`src/rtl/redpi_pll_supervisor_pkg.sv`:
```
// Shared types and helpers for the PLL supervisor: state encoding and a
// compile-time max used to size the sequencing timer.
package redpi_pll_pkg;

   typedef enum logic [2:0] {
      RST_PLL   = 3'd0,
      WAIT_LOCK = 3'd1,
      STABLE    = 3'd2,
      RUN       = 3'd3,
      PWR_DN    = 3'd4,
      FAULT     = 3'd5
   } pll_sup_state_t;

   function automatic int max3(input int a, input int b, input int c);
      int m;
      m = (a > b) ? a : b;
      return (m > c) ? m : c;
   endfunction

endpackage

```
`src/rtl/redpi_pll_supervisor_if.sv`:
```
// PLL-side pins, control requests and status of the supervisor.
// Level signals only: no valid/ready pairing; every output is a registered level.
interface redpi_pll_supervisor_if #(
   parameter int MAX_RETRY = 3
);
   localparam int RETRY_W = $clog2(MAX_RETRY + 1);

   logic               pll_locked;
   logic               pd_req;
   logic               fault_clr;
   logic               pll_rst;
   logic               pll_pwrdn;
   logic               sys_rstn;
   logic               clk_ok;
   logic               fault;
   logic [2:0]         state_o;
   logic [RETRY_W-1:0] retry_cnt;
   logic [7:0]         loss_cnt;

   modport master (
      input  pll_locked, pd_req, fault_clr,
      output pll_rst, pll_pwrdn, sys_rstn, clk_ok, fault, state_o, retry_cnt, loss_cnt
   );

   modport slave (
      output pll_locked, pd_req, fault_clr,
      input  pll_rst, pll_pwrdn, sys_rstn, clk_ok, fault, state_o, retry_cnt, loss_cnt
   );
endinterface

```
`src/rtl/redpi_pll_supervisor_sync2.sv`:
```
// Two-flop synchroniser with synchronous active-low reset to RESET_VAL.
module redpi_sync2 #(
   parameter logic RESET_VAL = 1'b0
) (
   input  logic i_clk,
   input  logic i_rstn,
   input  logic i_d,
   output logic o_q
);
   logic r_meta;
   logic r_sync;

   always_ff @(posedge i_clk) begin
      if (!i_rstn) begin
         r_meta <= RESET_VAL;
         r_sync <= RESET_VAL;
      end else begin
         r_meta <= i_d;
         r_sync <= r_meta;
      end
   end

   assign o_q = r_sync;
endmodule

```
`src/rtl/redpi_pll_supervisor.sv`:
```
// PLL start-up/lock supervisor: sequences PLL reset and power-down, qualifies
// lock over a stability window and gates the downstream system reset.
module redpi_pll_supervisor
   import redpi_pll_pkg::*;
#(
   parameter int RST_CYCLES    = 16,
   parameter int LOCK_TIMEOUT  = 65536,
   parameter int STABLE_CYCLES = 1024,
   parameter int LOSS_FILTER   = 4,
   parameter int MAX_RETRY     = 3
) (
   input  logic                  clk_in,
   input  logic                  rstn,
   redpi_pll_supervisor_if.master sup_if
);
   localparam int TMR_W   = $clog2(max3(LOCK_TIMEOUT, STABLE_CYCLES, RST_CYCLES)) + 1;
   localparam int RETRY_W = $clog2(MAX_RETRY + 1);
   localparam int LF_W    = $clog2(LOSS_FILTER + 1);

   pll_sup_state_t     r_state, w_next;
   logic [TMR_W-1:0]   r_timer, w_timer, w_tmr_inc;
   logic [RETRY_W-1:0] r_retry, w_retry;
   logic [7:0]         r_loss, w_loss;
   logic [LF_W-1:0]    r_lflt, w_lflt;
   logic               r_pll_rst, r_pwrdn, r_sys_rstn, r_clk_ok, r_fault;
   logic               w_locked_s;

   redpi_sync2 #(.RESET_VAL(1'b0)) u_sync (
      .i_clk  (clk_in),
      .i_rstn (rstn),
      .i_d    (sup_if.pll_locked),
      .o_q    (w_locked_s)
   );

   // Timer saturates instead of wrapping.
   assign w_tmr_inc = (r_timer == {TMR_W{1'b1}}) ? r_timer : r_timer + 1'b1;

   always_comb begin
      w_next  = r_state;
      w_timer = r_timer;
      w_retry = r_retry;
      w_loss  = r_loss;
      w_lflt  = '0;
      if (sup_if.pd_req && (r_state inside {RST_PLL, WAIT_LOCK, STABLE, RUN})) begin
         w_next  = PWR_DN;
         w_timer = '0;
      end else begin
         case (r_state)
            RST_PLL: begin
               if (r_timer == TMR_W'(RST_CYCLES - 1)) begin
                  w_next  = WAIT_LOCK;
                  w_timer = '0;
               end else begin
                  w_timer = w_tmr_inc;
               end
            end
            WAIT_LOCK: begin
               if (w_locked_s) begin
                  w_next  = STABLE;
                  w_timer = '0;
               end else if (r_timer == TMR_W'(LOCK_TIMEOUT - 1)) begin
                  w_timer = '0;
                  w_retry = r_retry + 1'b1;
                  w_next  = (w_retry == RETRY_W'(MAX_RETRY)) ? FAULT : RST_PLL;
               end else begin
                  w_timer = w_tmr_inc;
               end
            end
            STABLE: begin
               // The locked cycle that entered STABLE is the first of the window.
               if (!w_locked_s) begin
                  w_next  = WAIT_LOCK;
                  w_timer = '0;
               end else if (r_timer == TMR_W'(STABLE_CYCLES - 2)) begin
                  w_next  = RUN;
                  w_timer = '0;
                  w_retry = '0;
               end else begin
                  w_timer = w_tmr_inc;
               end
            end
            RUN: begin
               if (!w_locked_s) begin
                  if (r_lflt == LF_W'(LOSS_FILTER - 1)) begin
                     w_next  = RST_PLL;
                     w_timer = '0;
                     w_loss  = (r_loss == 8'hFF) ? r_loss : r_loss + 8'd1;
                  end else begin
                     w_lflt = r_lflt + 1'b1;
                  end
               end
            end
            PWR_DN: begin
               if (!sup_if.pd_req) begin
                  w_next  = RST_PLL;
                  w_timer = '0;
                  w_retry = '0;
               end
            end
            FAULT: begin
               if (sup_if.fault_clr) begin
                  w_next  = RST_PLL;
                  w_timer = '0;
                  w_retry = '0;
               end
            end
            default: begin
               w_next  = RST_PLL;
               w_timer = '0;
            end
         endcase
      end
   end

   always_ff @(posedge clk_in) begin
      if (!rstn) begin
         r_state    <= RST_PLL;
         r_timer    <= '0;
         r_retry    <= '0;
         r_loss     <= '0;
         r_lflt     <= '0;
         r_pll_rst  <= 1'b1;
         r_pwrdn    <= 1'b0;
         r_sys_rstn <= 1'b0;
         r_clk_ok   <= 1'b0;
         r_fault    <= 1'b0;
      end else begin
         r_state    <= w_next;
         r_timer    <= w_timer;
         r_retry    <= w_retry;
         r_loss     <= w_loss;
         r_lflt     <= w_lflt;
         r_pll_rst  <= (w_next == RST_PLL) || (w_next == PWR_DN) || (w_next == FAULT);
         r_pwrdn    <= (w_next == PWR_DN);
         r_sys_rstn <= (w_next == RUN);
         r_clk_ok   <= (w_next == RUN);
         r_fault    <= (w_next == FAULT);
      end
   end

   assign sup_if.pll_rst   = r_pll_rst;
   assign sup_if.pll_pwrdn = r_pwrdn;
   assign sup_if.sys_rstn  = r_sys_rstn;
   assign sup_if.clk_ok    = r_clk_ok;
   assign sup_if.fault     = r_fault;
   assign sup_if.state_o   = r_state;
   assign sup_if.retry_cnt = r_retry;
   assign sup_if.loss_cnt  = r_loss;
endmodule
```
`src/flat_wrapper.sv`:
```
// flat-port wrapper written by rule: the top's interface ports become plain ports
module redpi_pll_supervisor_flat import redpi_pll_pkg::*;
#(
   parameter int RST_CYCLES    = 16,
   parameter int LOCK_TIMEOUT  = 65536,
   parameter int STABLE_CYCLES = 1024,
   parameter int LOSS_FILTER   = 4,
   parameter int MAX_RETRY     = 3
)
  (clk_in, rstn, sup_if_pll_locked, sup_if_pd_req, sup_if_fault_clr, sup_if_pll_rst, sup_if_pll_pwrdn, sup_if_sys_rstn, sup_if_clk_ok, sup_if_fault, sup_if_state_o, sup_if_retry_cnt, sup_if_loss_cnt);
  redpi_pll_supervisor_if #(.MAX_RETRY(MAX_RETRY)) sup_if_i ();
  input  logic clk_in;
  input  logic rstn;
  input wire logic [$bits(sup_if_i.pll_locked)-1:0] sup_if_pll_locked;
  input wire logic [$bits(sup_if_i.pd_req)-1:0] sup_if_pd_req;
  input wire logic [$bits(sup_if_i.fault_clr)-1:0] sup_if_fault_clr;
  output wire logic [$bits(sup_if_i.pll_rst)-1:0] sup_if_pll_rst;
  output wire logic [$bits(sup_if_i.pll_pwrdn)-1:0] sup_if_pll_pwrdn;
  output wire logic [$bits(sup_if_i.sys_rstn)-1:0] sup_if_sys_rstn;
  output wire logic [$bits(sup_if_i.clk_ok)-1:0] sup_if_clk_ok;
  output wire logic [$bits(sup_if_i.fault)-1:0] sup_if_fault;
  output wire logic [$bits(sup_if_i.state_o)-1:0] sup_if_state_o;
  output wire logic [$bits(sup_if_i.retry_cnt)-1:0] sup_if_retry_cnt;
  output wire logic [$bits(sup_if_i.loss_cnt)-1:0] sup_if_loss_cnt;
  assign sup_if_i.pll_locked = sup_if_pll_locked;
  assign sup_if_i.pd_req = sup_if_pd_req;
  assign sup_if_i.fault_clr = sup_if_fault_clr;
  assign sup_if_pll_rst = sup_if_i.pll_rst;
  assign sup_if_pll_pwrdn = sup_if_i.pll_pwrdn;
  assign sup_if_sys_rstn = sup_if_i.sys_rstn;
  assign sup_if_clk_ok = sup_if_i.clk_ok;
  assign sup_if_fault = sup_if_i.fault;
  assign sup_if_state_o = sup_if_i.state_o;
  assign sup_if_retry_cnt = sup_if_i.retry_cnt;
  assign sup_if_loss_cnt = sup_if_i.loss_cnt;
  redpi_pll_supervisor #(.RST_CYCLES(RST_CYCLES), .LOCK_TIMEOUT(LOCK_TIMEOUT), .STABLE_CYCLES(STABLE_CYCLES), .LOSS_FILTER(LOSS_FILTER), .MAX_RETRY(MAX_RETRY)) u_core (.clk_in(clk_in), .rstn(rstn), .sup_if(sup_if_i));
endmodule
```
`config.mk`:
```
export PLATFORM = sky130hd
export DESIGN_NAME = redpi_pll_supervisor_flat
export DESIGN_NICKNAME = d
export VERILOG_FILES = /design/src/rtl/redpi_pll_supervisor_pkg.sv /design/src/rtl/redpi_pll_supervisor_if.sv /design/src/rtl/redpi_pll_supervisor_sync2.sv /design/src/rtl/redpi_pll_supervisor.sv /design/src/flat_wrapper.sv
export SDC_FILE = /design/constraint.sdc
export NUM_CORES = 1
export LEC_CHECK = 0
export BUFFER_PORTS_ARGS = -buffer_cell sky130_fd_sc_hd__buf_2
export CORE_ASPECT_RATIO = 0.8
export CORE_MARGIN = 1.5
export CORE_UTILIZATION = 40
export DETAILED_ROUTE_END_ITERATION = 7
export SYNTH_ARGS = -nofsm -noshare
export SYNTH_HDL_FRONTEND = slang
export SYNTH_HIERARCHICAL = 1
export SYNTH_SLANG_ARGS = --single-unit
```
`constraint.sdc`:
```
create_clock -name clk_in -period 5.1 [get_ports clk_in]
set_clock_uncertainty 0.05 [all_clocks]
set_input_delay 0.765 -clock clk_in [delete_from_list [all_inputs] [get_ports clk_in]]
set_output_delay 0.765 -clock clk_in [all_outputs]
set_load 0.02 [all_outputs]
```
==> run_results.csv <==
group,metric,value,unit
timing,drv_slew,0,
logic_synthesis,synth_ff_type,"dfxtp_1",
logic_synthesis,synth_area,2090,um2
clocking,cts_max_level,2,
critical_path,crit_fanout,19,
logic_synthesis,yosysMostFrequentCell,"dfxtp_1",
routing,vias_per_cell,5.38,
logic_synthesis,yosys-top-cells-count,"dfxtp_1, nor2_1, nand2_1, nand4_1, and2_1",
timing,worst_pin_slew,0.922,ns
job,cap_violations,0,
logic_synthesis,synth_edf_count,0,
power,powerDensity,275,nW/um2
timing,max_slew_margin,38.3,%
floorplan,core_area,5040,um2
timing,setup_violations,0,
status,outcome,"finished, final reports clean",
timing,finalWorstSetupSlack,2.43,ns
logic_synthesis,syn_avg_cell_area,8.84,um2
cells_and_area,diodes,0,
critical_path,end_kind,"flip-flop",
routing,drtAntennaViolNets,0,
timing,hold_violations,0,
grt,antenna_found_initial,0,
placement,portBuffers,22,
grt,grt-ovfl-total,0,
critical_path,cpPeakStageDelay,0.72,ns
logic_synthesis,yosysWarnings,6,
routing,wl_per_cell,12.9,um
grt,grt_pass1_wl,6.71,mm
timing,fmax,0.375,GHz
routing,drt_iter0_drc,104,
routing,drt_pre_antenna_iters,4,
clocking,clock_sinks,39,
logic_synthesis,synth_area_leaders,"dfxtp_1, nand4_1, xor2_1, and2_1, ha_1",
logic_synthesis,ys_async_sr_fraction,0,%
critical_path,startpoint_type,"primary input",
clocking,ctsHoldBuffers,0,
cells_and_area,fin_nets,268,
logic_synthesis,synth.ff_latch_count,39,
logic_synthesis,synth_top_area_share,37.3,%
critical_path,cp_cell_sequence,"buf_2, nor2b_1, o21a_1, a31oi_2, nand4_1, or4b_1, a21oi_1",
logic_synthesis,seq_area_frac_synth,37.3,%
routing,route.detailed.drc,0,
placement,pre_cts_slack,2.17,ns
clocking,clkLatencyLatePin,0.29,ns
placement,place_congestion,0.817,
cells_and_area,synthToLayoutAreaGrowth,13.2,%
critical_path,path_class,"primary input to flip-flop",
timing,min_period_over_period,52.3,%
clocking,cts_buffer_depth,2,
power,vdd_ir_drop_max,0.226,mV
logic_synthesis,synth_cell_type_count,46,
floorplan,die_h,67.7,um
routing,vias,1722,
clocking,postCtsSetupBuffers,0,
floorplan,die_w,83.9,um
routing,wl,4.12,mm
logic_synthesis,synthCells,237,
timing,final.min_clock_period,2.67,ns
floorplan,die_area,5680,um2
placement,dp_hpwl,2.92,mm
min_path,holdCritPathClass,"flip-flop to flip-flop",
clocking,cts_resized,0,
floorplan,rows,23,
grt,gr-usage-all-layers,15.0,%
critical_path,critPathBufInv,1,
grt,grt_max_degree,20,
critical_path,cp_data_arrival_time,2.85,ns
clocking,cts_tree,"yes",
power,power.leakage,0.929,nW
critical_path,cpLargestDelayFamily,"compound AO/OA/AOI/OAI gates",
floorplan,start_util,41.6,%
clocking,clk_pin_slew,0.08,ns
logic_synthesis,yosys.area.top_type,"dfxtp_1",
clocking,root_buffer,"clkbuf_8",
clocking,numCtsBuffers,5,
cells_and_area,drive_above_1_share,17.1,%
critical_path,cp_slowest_cell,"a31oi_2",
logic_synthesis,synthesis.nets,248,
timing,tns,0,ns
timing,rsz0062_at_grt,"false",
critical_path,crit_required,5.28,ns
floorplan,io_pins,23,
grt,grt_pass1_vias,1457,
-- metal layers --
layer	global-route usage, %	up-vias	share of wire, %
met1	20.9	784	54
li1	-	890	-
met5	0	-	0
met3	3.91	2	5.4
met4	6.35	0	0.83
met2	22.2	46	40
-- path summary, 6_finish.rpt --
kind	start	end	slack, ns	depth (start not counted)
worst max-delay path	sup_if_pd_req	u_core/r_timer[11]	2.43	7
worst min register to register	u_core/r_lflt[0]	u_core/r_lflt[0]	0.38	1
worst max register to register	u_core/sup_if.state_o[0]	u_core/r_timer[11]	2.45	6
worst min-delay path	u_core/r_lflt[0]	u_core/r_lflt[0]	0.38	1
-- placed cells by master (no fill, tap or decap), types with 7 or more instances in the layout --
cell type	Yosys	final
nor2b_1	11	11
buf_2	2	22
a21oi_1	11	11
xor2_1	11	11
nand2_1	16	16
nand3_1	8	8
nand4_1	16	16
xnor2_1	7	7
nor2_1	20	20
and2_1	13	13
dfxtp_1	39	39
-- power breakdown --
group,switching (W),total [W],internal (W)
sequential,0.00000397,0.000312,0.000308
combinational,0.0000205,0.0000340,0.0000135
clock,0.000111,0.000306,0.000195
total,0.000136,0.000653,0.000517
-- sequential cells by signal, indices dropped and copies added (netlist names) --
signal and count:
u_core/r_timer 17, u_core/sup_if.loss_cnt 8, u_core/r_lflt 3, u_core/sup_if.state_o 3
u_core/sup_if.retry_cnt 2, u_core/sup_if.clk_ok 1, u_core/sup_if.fault 1, u_core/sup_if.pll_pwrdn 1
u_core/sup_if.pll_rst 1, u_core/u_sync/o_q 1, u_core/u_sync/r_meta 1
-- final cells by class --
cell class	instances	area, um2
Timing Repair Buffer	22	110
Fill cell	511	2670
Sequential cell	39	781
Inverter	6	22.5
Clock buffer	5	68.8
Tap cell	62	77.6
Clock inverter	3	67.6
Multi-Input combinational cell	183	1240
-- metrics by stage --
step / instances / utilization, % / hold WS [ns] / area (um2) / power, W
2_1_floorplan: 237 / - / 0.349 / 2090 / 0.000345
3_3_place_gp: 312 / 44.4 / 0.367 / 2230 / 0.000354
3_5_place_dp: 312 / 44.4 / 0.364 / 2230 / 0.000353
4_1_cts: 320 / 47.1 / 0.381 / 2370 / 0.000662
5_1_grt: 320 / 47.1 / 0.402 / 2370 / 0.000673
6_report: 320 / 47.1 / 0.379 / 2370 / 0.000653
-- cells by family (layout without fill, tap and decap cells) --
family | count (synthesis) | in the layout | synth area share [%]
xor gates and xnor gates | 18 | 18 | 7.53
muxes | 4 | 4 | 1.97
DFF | 39 | 39 | 37.3
adders and majority gates | 6 | 6 | 3.58
AOI/OAI and AO/OA | 37 | 37 | 13.2
buffers and inverters | 15 | 36 | 3.35
and+or+nand+nor | 118 | 118 | 33.1
No activity file was read; power rests on OpenSTA's default activity.
